File: config.mk
export PLATFORM = sky130hd
export DESIGN_NAME = psk_symbol_mapper
export DESIGN_NICKNAME = d
export VERILOG_FILES = /design/src/rtl/psk_symbol_mapper.sv
export SDC_FILE = /design/constraint.sdc
export NUM_CORES = 1
export LEC_CHECK = 0
export BUFFER_PORTS_ARGS = -buffer_cell sky130_fd_sc_hd__clkbuf_2
export CORE_UTILIZATION = 50
export CTS_BUF_LIST = sky130_fd_sc_hd__clkbuf_16
export DETAILED_ROUTE_END_ITERATION = 8
export HOLD_SLACK_MARGIN = 0.1
export PLACE_DENSITY = 0.86
export SETUP_SLACK_MARGIN = 0.15
export SYNTH_ARGS = -nofsm -noshare
export SYNTH_HDL_FRONTEND = slang
export SYNTH_SLANG_ARGS = --single-unit
File: constraint.sdc
create_clock -name clk -period 3 [get_ports clk]
set_input_delay 0.3 -clock clk [delete_from_list [all_inputs] [get_ports clk]]
set_output_delay 0.3 -clock clk [all_outputs]
set_load 0.005 [all_outputs]
File: src/rtl/psk_symbol_mapper.sv
// PSK symbol mapper: maps BPSK bits / QPSK dibits to I/Q constellation points
// (optionally differential) and repeats each point SPS times on an AXIS output.
module psk_symbol_mapper #(
    parameter int unsigned BYTES = 1,
    parameter int unsigned SPS   = 8,
    parameter int          AMP   = 23170,
    parameter bit          DIFF  = 1'b1
) (
    input  logic               clk,
    input  logic               rst_n,
    input  logic               clk_enable,
    input  logic [BYTES*8-1:0] I_tdata,
    input  logic               I_tvalid,
    output logic               I_tready,
    input  logic               I_tlast,
    input  logic               I_tuser,
    output logic [31:0]        O_tdata,
    output logic               O_tvalid,
    input  logic               O_tready,
    output logic               O_tlast,
    output logic               O_tuser,
    output logic [15:0]        sym_cnt,
    output logic               busy
);

    typedef enum logic [0:0] {
        StIdle,
        StHold
    } state_t;

    localparam logic [7:0]         LAST_SAMP = 8'(SPS - 1);
    localparam logic signed [15:0] AMP_P     = 16'(AMP);
    localparam logic signed [15:0] AMP_N     = -AMP_P;

    state_t       r_state;
    state_t       w_state_nxt;
    logic [7:0]   r_samp_cnt;
    logic [7:0]   w_samp_nxt;
    logic [31:0]  r_data;
    logic [31:0]  w_data_nxt;
    logic         r_user;
    logic         w_user_nxt;
    logic         r_last;
    logic         w_last_nxt;
    logic [1:0]   r_acc;
    logic [1:0]   w_acc_nxt;
    logic [15:0]  r_sym_cnt;
    logic [15:0]  w_sym_nxt;

    logic         w_last_samp;
    logic         w_beat;
    logic         w_itrans;
    logic         w_pkt_end;
    logic [1:0]   w_acc_base;
    logic [15:0]  w_sym_base;
    logic [1:0]   w_delta;
    logic [1:0]   w_phase;
    logic [15:0]  w_i;
    logic [15:0]  w_q;
    logic         w_unused_bits;

    assign w_unused_bits = ^I_tdata[BYTES*8-1:2];

    assign w_last_samp = (r_samp_cnt == LAST_SAMP);
    assign O_tvalid    = (r_state == StHold);
    assign busy        = (r_state == StHold);
    assign w_beat      = O_tvalid && O_tready && clk_enable;
    assign I_tready    = clk_enable && ((r_state == StIdle) || (O_tready && w_last_samp));
    assign w_itrans    = I_tvalid && I_tready;
    assign w_pkt_end   = w_beat && w_last_samp && r_last;

    // A symbol accepted on the packet-closing beat starts from a cleared phase/count.
    assign w_acc_base  = w_pkt_end ? 2'd0 : r_acc;
    assign w_sym_base  = w_pkt_end ? 16'd0 : r_sym_cnt;

    // BPSK: 0/1 -> 0/2. QPSK Gray: 00->0, 01->1, 11->2, 10->3.
    always_comb begin
        w_delta = 2'd0;
        if (I_tuser) begin
            w_delta = {I_tdata[0], 1'b0};
        end else begin
            w_delta = {I_tdata[1], I_tdata[1] ^ I_tdata[0]};
        end
    end

    assign w_phase = DIFF ? (w_acc_base + w_delta) : w_delta;

    always_comb begin
        w_i = 16'd0;
        w_q = 16'd0;
        unique case (w_phase)
            2'd0: w_i = AMP_P;
            2'd1: w_q = AMP_P;
            2'd2: w_i = AMP_N;
            2'd3: w_q = AMP_N;
            default: ;
        endcase
    end

    always_comb begin
        w_state_nxt = r_state;
        w_samp_nxt  = r_samp_cnt;
        w_data_nxt  = r_data;
        w_user_nxt  = r_user;
        w_last_nxt  = r_last;
        w_acc_nxt   = w_acc_base;
        w_sym_nxt   = w_sym_base;

        if (w_beat) begin
            if (w_last_samp) begin
                w_state_nxt = StIdle;
                w_samp_nxt  = 8'd0;
                w_last_nxt  = 1'b0;
            end else begin
                w_samp_nxt  = r_samp_cnt + 8'd1;
            end
        end

        // A load overrides the end-of-symbol return to idle (back-to-back streaming).
        if (w_itrans) begin
            w_state_nxt = StHold;
            w_samp_nxt  = 8'd0;
            w_data_nxt  = {w_q, w_i};
            w_user_nxt  = I_tuser;
            w_last_nxt  = I_tlast;
            if (DIFF) begin
                w_acc_nxt = w_phase;
            end
            if (w_sym_base != 16'hFFFF) begin
                w_sym_nxt = w_sym_base + 16'd1;
            end
        end
    end

    always_ff @(posedge clk) begin
        if (!rst_n) begin
            r_state    <= StIdle;
            r_samp_cnt <= 8'd0;
            r_data     <= 32'd0;
            r_user     <= 1'b1;
            r_last     <= 1'b0;
            r_acc      <= 2'd0;
            r_sym_cnt  <= 16'd0;
        end else if (clk_enable) begin
            r_state    <= w_state_nxt;
            r_samp_cnt <= w_samp_nxt;
            r_data     <= w_data_nxt;
            r_user     <= w_user_nxt;
            r_last     <= w_last_nxt;
            r_acc      <= w_acc_nxt;
            r_sym_cnt  <= w_sym_nxt;
        end
    end

    assign O_tdata = r_data;
    assign O_tuser = r_user;
    assign O_tlast = r_last && w_last_samp;
    assign sym_cnt = r_sym_cnt;

endmodule
# ---- After elaboration in Yosys (flattened, before gate mapping)
# Cells that the tools add are included.
dict set report classes {
  n_addsub 3
  n_mux 15
  magnitude_cmp 0
  bitwise_logic 2
  reduce_logical 15
  n_div 0
  shifts 0
  n_eq_ne 5
  mul 0
}
# operator n
set op_table {}
lappend op_table {{16-bit one-hot mux with 2 select lines} 2}
lappend op_table {{16-bit 2-to-1 mux} 3}
lappend op_table {{8-bit 2-to-1 mux} 3}
lappend op_table {{16-bit by 1-bit adder with 16-bit output, second input constant} 1}
lappend op_table {{16-bit inequality test, second input constant} 1}
lappend op_table {{8-bit by 1-bit adder with 8-bit output, second input constant} 1}
lappend op_table {{8-bit by 3-bit == test with 1-bit output, second input constant} 1}
lappend op_table {{1-bit logical AND} 8}
lappend op_table {{2-bit 2-to-1 mux} 3}
lappend op_table {{2-bit == test, second input constant} 2}
lappend op_table {{1-bit 2-to-1 mux} 4}
lappend op_table {{2-bit AND reduction} 2}
lappend op_table {{2-bit nonzero test} 2}
lappend op_table {{3-bit AND reduction} 1}
lappend op_table {{2-bit adder} 1}
lappend op_table {{2-bit by 1-bit == test with 1-bit output, second input constant} 1}
lappend op_table {{2-bit zero test} 1}
lappend op_table {{1-bit logical OR} 1}
lappend op_table {{1-bit NOT} 1}
lappend op_table {{1-bit bitwise XOR} 1}
dict set report totals {
  ramBits 0
  latchBits 0
  ff_bits 61
  in_bits 15
  rom_bits 0
  mem_count 0
  output_inout_bits 53
  elab_cells 47
}

# ---- Depth between registers and ports, before layout
# Gate-level depths: netlist of the first run.
dict set report logic_depth {
  ltp_word 8
  depth_mapped 11
  mapped_depth_nobuf 10
}

# ---- Worst setup path before layout of the first run
# Ideal clock, no wire load.
dict set report synth_timing {
  path_kind {reg-to-reg}
  start {reg r_samp_cnt[0]}
  end {reg r_sym_cnt[14] (netlist: sym_cnt[14])}
  setup_ps 72
  t_required_ps 2928
  path_buffers 1
  arrival_ps 2618
  synth_period_minus_slack_ps 2689
  path_slack_ps 311
  path_stages_with_launch 12
  path_cell_list {dfxtp_1 -> ha_1 -> and4bb_4 -> nand4_1 -> clkbuf_1 -> and2_1 -> ha_1 -> inv_1 -> nor3_2 -> nand4b_4 -> or4_1 -> a21oi_1}
}
dict set report synth_via {
  elab_chain_len 7
  elab_cells_between_ends 12
  cone_classes {add/sub (1); eq/ne (2); mux (3); reduce/logical (6)}
}
# element line
set synth_rtl {}
lappend synth_rtl {{from (decl)} 37} ;# logic [7:0] r_samp_cnt;
lappend synth_rtl {{from (signal assigned)} 146} ;# r_samp_cnt <= w_samp_nxt;
lappend synth_rtl {{8-bit by 3-bit == test with 1-bit output *} 64} ;# assign w_last_samp = (r_samp_cnt == LAST_SAMP);
lappend synth_rtl {{1-bit logical AND (2 in a row)} 70} ;# assign w_pkt_end = w_beat && w_last_samp && r_last;
lappend synth_rtl {{16-bit 2-to-1 mux} 74} ;# assign w_sym_base = w_pkt_end ? 16'd0 : r_sym_cnt;
lappend synth_rtl {{16-bit by 1-bit adder with 16-bit output / 16-bit inequality test (equally long branches)} {130, 129}}
lappend synth_rtl {{16-bit 2-to-1 mux} 129} ;# if (w_sym_base != 16'hFFFF) begin
lappend synth_rtl {{16-bit 2-to-1 mux *} 120} ;# if (w_itrans) begin
lappend synth_rtl {{to (signal assigned)} 151} ;# r_sym_cnt <= w_sym_nxt;
lappend synth_rtl {{to (decl)} 47} ;# logic [15:0] r_sym_cnt;
# Mark *: on every way between the ends. The rest lies on a longest branch, timed or not.
# A chain may end at the register's enable or synchronous reset.

# ---- Worst setup path in the final report of the first run
dict set report layout_timing {
  start {reg r_samp_cnt[0]}
  end {reg r_sym_cnt[4] (netlist: sym_cnt[4])}
}
# The elaborated chain is that of the path after synthesis.

==> results.tsv, run 1 <==
metric	value	unit
grt.overflow.total	0	
crit_path_frequent_cell	ha_1	
start_util	53.0	%
crit_path_max_fanout	10	
holdWs	0.262	ns
fmax	375	MHz
path_clk_slew	0.05	ns
maxSlewHeadroom	61.9	%
track_usage	22.3	%
area_growth	16.0	%
dpl_cell_area	0.00213	sq mm
tritoncts	done	
grt_pass1_vias	1617	
critical_path_required	3.20	ns
wl	4290	um
num_vias	1842	
synthArstFlopShare	0	%
clockBufferDepth	2	
period_share	88.9	%
fillers	331	
setup_violations	0	
drt.antenna.violating_nets	0	
ys_ff_latch	35	
netlist_top_cells_area	dfxtp_1 (36%), buf_4 (10%), a21oi_1 (5.8%), nand2_1 (4.8%), nand3_1 (4.1%)	
root_buffer	clkbuf_16	
cts_hold_buffers	0	
min_period	2.67	ns
vias_per_cell	5.67	
rsz0062_at_grt	no	
cp_top_family	simple AND/OR/NAND/NOR gates	
wl_met1	1920	um
ios	68	
drtPass1Iterations	4	
synth.most_common_cell	dfxtp_1	
antenna_cells	0	
gp_congestion	0.797	
crit_path_end_kind	flip-flop	
h-tree-depth	2	
syn_area	0.00197	sq mm
setup_tns	0	ns
dr_wl_met2	2050	um
ir_drop	0.000354	V
maxSlewViolCount	0	
routedWlPerCell	13.2	um
cp_num_buf_inv	0	
syn_inst	236	
status	completed	
layout-drive-gt1-share	28.5	%
p_leak	0.932	nW
fin_nets	294	
initialDrtViolationCount	91	
synth_top_area_share	35.6	%
p_per_area	463	mW/mm^2
skew	0.00499	ns
die_y	64.8	um
routed-wl-met3	250	um
synth_cell_type_count	41	
place_ws	0.281	ns
maxCapViolCount	0	
rows	22	
hold_viol_final	0	
syn_area_per_cell	8.34	sq um
synth_ff_type	dfxtp_1	
start_kind	flip-flop	
worstHoldPathType	in -> reg	
die_x	64.8	um
cts.sinks	35	
placedCellCount	315	
synth_common_cells	dfxtp_1 (35), buf_4 (27), nand2_1 (25), a21oi_1 (23), nand3_1 (16)	
grt_antenna_before_repair	0	
clk_latency	0.28	ns
synth_edf_count	0	
yosys_warnings	0	
crit_arrival	2.87	ns
path_cells	ha_1, and4bb_4, nand4_1, and2_4, ha_1, nand3_1, nor4_2, a211o_2, or3_1, a21oi_1	
finish.instance_area	0.00228	sq mm
cpPeakStageDelay	0.39	ns
tightest_slew	0.570	ns
die_area	0.00419	sq mm
ys_seq_area_share	35.6	%
yosysTopAreaCell	dfxtp_1	
grt_max_degree	17	
topRoutingLayerUsed	met4	
path_class	reg -> reg	
cp_slowest_cell	dfxtp_1	
dp_hpwl	3070	um
final_cells	325	
place.port_buffers	59	
numCtsBuffers	5	
coreArea	0.00372	sq mm
grt_first_pass_wirelength	7190	um
setup_ws	0.332	ns
drc	0	
through the flow:
step | total power [mW] | util [%]
2_1_floorplan | 0.564 | -
3_3_place_gp | 0.581 | 57.2
3_5_place_dp | 0.583 | 57.2
4_1_cts | 1.06 | 60.9
5_1_grt | 1.10 | 61.5
6_report | 1.06 | 61.5
flip-flops by register name, summed over array words and instances (netlist names):
name / flops
sym_cnt: 16
r_samp_cnt: 8
O_tdata: 6
r_acc: 2
O_tuser: 1
O_tvalid: 1
r_last: 1
report_power, final:
group          leakage [nW]  switching, mW  total [mW]  internal, mW
clock network        0.0701          0.185       0.483         0.298
logic                 0.579         0.0522      0.0902        0.0380
registers             0.283        0.00964       0.485         0.475
worst register-to-register path: stages (launching register included):
cell      delay (ns)
dfxtp_1         0.39
ha_1            0.22
and4bb_4        0.28
nand4_1         0.20
and2_4          0.23
ha_1            0.19
nand3_1         0.10
nor4_2          0.07
a211o_2         0.37
or3_1           0.38
a21oi_1         0.17
cells by family after synthesis:
logic type                 Yosys count  synth area share [%]
other                                1                 0.190
DFF                                 35                  35.6
muxes                                1                 0.508
adders and majority gates            3                  1.91
and+or+nand+nor                     94                  28.0
AOI/OAI and AO/OA                   59                  18.6
buffers and inverters               36                  12.1
xor gates and xnor gates             7                  3.11
final cells by class:
| type | instances | area (sq um) | area share (%) |
|---|---|---|---|
| Clock buffer | 5 | 125 | 5.48 |
| Clock inverter | 3 | 11.3 | 0.493 |
| Inverter | 4 | 15.0 | 0.657 |
| Multi-Input combinational cell | 166 | 1040 | 45.5 |
| Sequential cell | 35 | 701 | 30.7 |
| Tap cell | 48 | 60.1 | 2.63 |
| Timing Repair Buffer | 64 | 333 | 14.6 |
routing by layer:
layer  global-route usage [%]  up-vias
met4                     10.0        0
met1                     26.4      847
met5                        0        -
met3                     5.99        8
li1                         -      911
met2                     37.1       76
repair_timing:
item | in CTS | in global routing
resized for setup | 0 | 3
endpoints found under the setup margin | 0 | 7
setup buffers | 0 | 2
path summary, 6_finish.rpt:
check / end / slack [ns] / cells after the start / from
setup / recovery: sym_cnt[4] / 0.33 / 10 / r_samp_cnt[0]
hold / removal: r_last / 0.26 / 3 / I_tlast
setup reg to reg: sym_cnt[4] / 0.33 / 10 / r_samp_cnt[0]
hold reg to reg: O_tdata[17] / 0.46 / 2 / O_tdata[17]
layout by cell type, fill, tap and decap left out, types with 6 or more instances in the layout:
cell	netlist	layout
nand4_1	7	7
nand2_1	25	25
and3_1	6	6
o21ai_0	13	13
dfxtp_1	35	35
nand3_1	16	16
nor2_1	10	10
a21oi_1	23	23
clkbuf_2	0	59
or3_1	8	8
and2_1	8	6
(Power assumes the default switching activity.)
==> inputs of run 2 (changes only) <==
- ABC_AREA: not set -> 1
- ABC_CLOCK_PERIOD_IN_PS: not set -> 3000
- PLACE_DENSITY: 0.86 -> 0.84
==> run 2 against run 1 <==
Non-clock buffer count shrank 3. Highest routed layer unchanged. Maximum frequency up 8.8%. Total power rose by 9.3%. Largest power group is now clock. Flip-flop and latch count is the same. Clock skew up 0.0014 ns. Routed wire length is 10% higher. Setup slack better by 0.22 ns. Combinational power grew 2.7%. Area after synthesis is 11% higher. Clock-buffer cell count did not move. Critical path depth grew 8. Largest cell class unchanged. Final area up 8.4%.
==> results.tsv, run 2 <==
metric	value	unit	change
status	completed		unchanged
synth_edf_count	0		unchanged
synth.most_common_cell	nand2_1		was dfxtp_1
rows	23		was 22
crit_cells	18		was 10
area_growth	13.5	%	was 16.0%
dp_hpwl	3350	um	was 3070 um
cts_hold_buffers	0		unchanged
path_clk_slew	0.06	ns	was 0.05 ns
final_cells	410		was 325
r2r_slack	0.55	ns	was 0.33 ns
fmax	408	MHz	was 375 MHz
grt_max_degree	19		was 17
ys_seq_area_share	32.1	%	was 35.6%
rsz0062_at_grt	no		unchanged
placedCellCount	402		was 315
synth_ff_type	dfxtp_1		unchanged
fin_nets	377		was 294
final_common_cell	nand2_1		was clkbuf_2
synth_cell_type_count	33		was 41
grt_first_pass_wirelength	7710	um	was 7190 um
num_vias	2062		was 1842
drc	0		unchanged
yosysTopAreaCell	dfxtp_1		unchanged
die_x	68.1	um	was 64.8 um
path_class	reg -> reg		unchanged
maxSlewViolCount	0		unchanged
gp_congestion	0.899		was 0.797
die_area	0.00463	sq mm	was 0.00419 sq mm
maxCapViolCount	0		unchanged
antenna_cells	0		unchanged
grt_pass1_vias	1765		was 1617
setup_tns	0	ns	unchanged
coreArea	0.00409	sq mm	was 0.00372 sq mm
period_share	81.7	%	was 88.9%
cts_resized	0		unchanged
syn_area	0.00218	sq mm	was 0.00197 sq mm
layout-drive-gt1-share	26.4	%	was 28.5%
syn_area_per_cell	6.74	sq um	was 8.34 sq um
p_leak	1.19	nW	was 0.932 nW
setup_violations	0		unchanged
cpPeakStageDelay	0.34	ns	was 0.39 ns
crit_path_end_kind	flip-flop		unchanged
cts.sinks	35		unchanged
worstHoldPathType	in -> reg		unchanged
netlist_top_cells_area	dfxtp_1 (32%), nand2_1 (13%), buf_4 (9.3%), nor2_1 (7.9%), inv_1 (5.2%)		was dfxtp_1 (36%), buf_4 (10%), a21oi_1 (5.8%), nand2_1 (4.8%), nand3_1 (4.1%)
timing.rr.end	sym_cnt[2]		was sym_cnt[4]
crit_path_frequent_cell	nand2_1		was ha_1
layout_common_cells	nand2_1 (78), clkbuf_2 (59), nor2_1 (46), dfxtp_1 (35), inv_1 (30)		was clkbuf_2 (59), dfxtp_1 (35), nand2_1 (25), a21oi_1 (23), nand3_1 (16)
ios	68		unchanged
min_period	2.45	ns	was 2.67 ns
p_per_area	467	mW/mm^2	was 463 mW/mm^2
wl	4720	um	was 4290 um
track_usage	22.6	%	was 22.3%
vias_per_cell	5.03		was 5.67
grt.overflow.total	0		unchanged
grt_antenna_before_repair	0		unchanged
root_buffer	clkbuf_16		unchanged
path_cells	ha_1, nand3_2, nor2_4, nand3_4, nand2_1, inv_1, ha_1, nand2_1, inv_1, nand3_2, nor2_4, nand2_1, inv_2, nand2_2, nand2_1, inv_2, a21oi_1, nor2_1		was ha_1, and4bb_4, nand4_1, and2_4, ha_1, nand3_1, nor4_2, a211o_2, or3_1, a21oi_1
clockBufferDepth	2		unchanged
tritoncts	done		unchanged
power	1.16	mW	was 1.06 mW
drtPass1Iterations	4		unchanged
place_ws	0.672	ns	was 0.281 ns
postCtsSetupBuffers	0		unchanged
critPathCapture	sym_cnt[2]		was sym_cnt[4]
largest_reg_flops	16		unchanged
cp_num_buf_inv	4		was 0
critical_path_required	3.17	ns	was 3.20 ns
cp_top_family	simple AND/OR/NAND/NOR gates		unchanged
yosys_warnings	0		unchanged
place.port_buffers	59		unchanged
routedWlPerCell	11.5	um	was 13.2 um
startpoint	r_samp_cnt[0]		unchanged
start_util	53.4	%	was 53.0%
clk_latency	0.28	ns	about the same
r2r_start	r_samp_cnt[0]		unchanged
synthArstFlopShare	0	%	unchanged
syn_inst	324		was 236
setup_ws	0.548	ns	was 0.332 ns
cp_slowest_cell	dfxtp_1		unchanged
crit_arrival	2.62	ns	was 2.87 ns
synth_top_area_share	32.1	%	was 35.6%
numCtsBuffers	5		unchanged
holdWs	0.258	ns	was 0.262 ns
h-tree-depth	2		unchanged
start_kind	flip-flop		unchanged
die_y	68.1	um	was 64.8 um
hold_viol_final	0		unchanged
skew	0.00637	ns	was 0.00499 ns
ir_drop	0.000236	V	was 0.000354 V
crit_path_max_fanout	9		was 10
ys_ff_latch	35		unchanged
drt.antenna.violating_nets	0		unchanged
synth_common_cells	nand2_1 (78), nor2_1 (46), dfxtp_1 (35), inv_1 (30), buf_4 (27)		was dfxtp_1 (35), buf_4 (27), nand2_1 (25), a21oi_1 (23), nand3_1 (16)
r2r_cells	18		was 10
initialDrtViolationCount	113		was 91
-- run 2: changes by cell type after synthesis, moves of 7 or more --
cell     before  now
or3_1         8    0
nand2_2       0    7
inv_1         4   30
and2_1        8    0
nor2_1       10   46
nand2_1      25   78
-- run 2: per-stage QoR --
step,util [%],instance area (sq um)
after floorplan,-,2190
after global placement,56.6,2310
after detailed placement,56.6,2310
after CTS,60.6,2480
after global routing,60.6,2480
final,60.6,2480
-- run 2: final cells by class --
class	count	area (sq um)
repair buffers	61	310
clock buffers	5	125
multi-input cells	219	1100
inverters	37	139
fillers	390	1610
flip-flops and latches	35	701
well taps	50	62.6
clock inverters	3	38.8
-- run 2: worst min-delay path by stage --
stage	startpoint	endpoint	slack (ns)	depth (start not counted)
after CTS	I_tlast	r_last	0.26	3
final	I_tlast	r_last	0.26	3
after detailed placement	r_samp_cnt[7]	r_samp_cnt[7]	0.45	1
after global placement	r_samp_cnt[7]	r_samp_cnt[7]	0.44	1
after floorplan	I_tuser	O_tuser	0.41	2
after global routing	I_tlast	r_last	0.27	3
-- run 2: layer usage --
metal  GRT usage [%]  part of all wire, %
met4            10.7                  2.0
met5               0                    0
met2            38.5                   49
met1            26.1                   44
met3            6.00                  5.9
-- run 2: power breakdown --
part           total, mW  internal, mW  switching (mW)
registers          0.486         0.476         0.00943
clock network      0.579         0.387           0.192
logic             0.0926        0.0374          0.0553
-- run 2: kinds of logic after synthesis --
family,share of synthesized area (%)
xor+xnor,2.01
fa+ha+maj,1.72
compound gates,6.88
buf+inv,17.6
mux,0.458
flops,32.1
other cells,0.172
simple gates,39.0
-- run 2: worst reg2reg max path: stages, from the launching register on --
cell	delay (ns)
dfxtp_1	0.34
ha_1	0.25
nand3_2	0.11
nor2_4	0.05
nand3_4	0.11
nand2_1	0.07
inv_1	0.09
ha_1	0.20
nand2_1	0.06
inv_1	0.07
nand3_2	0.13
nor2_4	0.22
nand2_1	0.11
inv_2	0.09
nand2_2	0.09
nand2_1	0.10
inv_2	0.05
a21oi_1	0.13
nor2_1	0.06
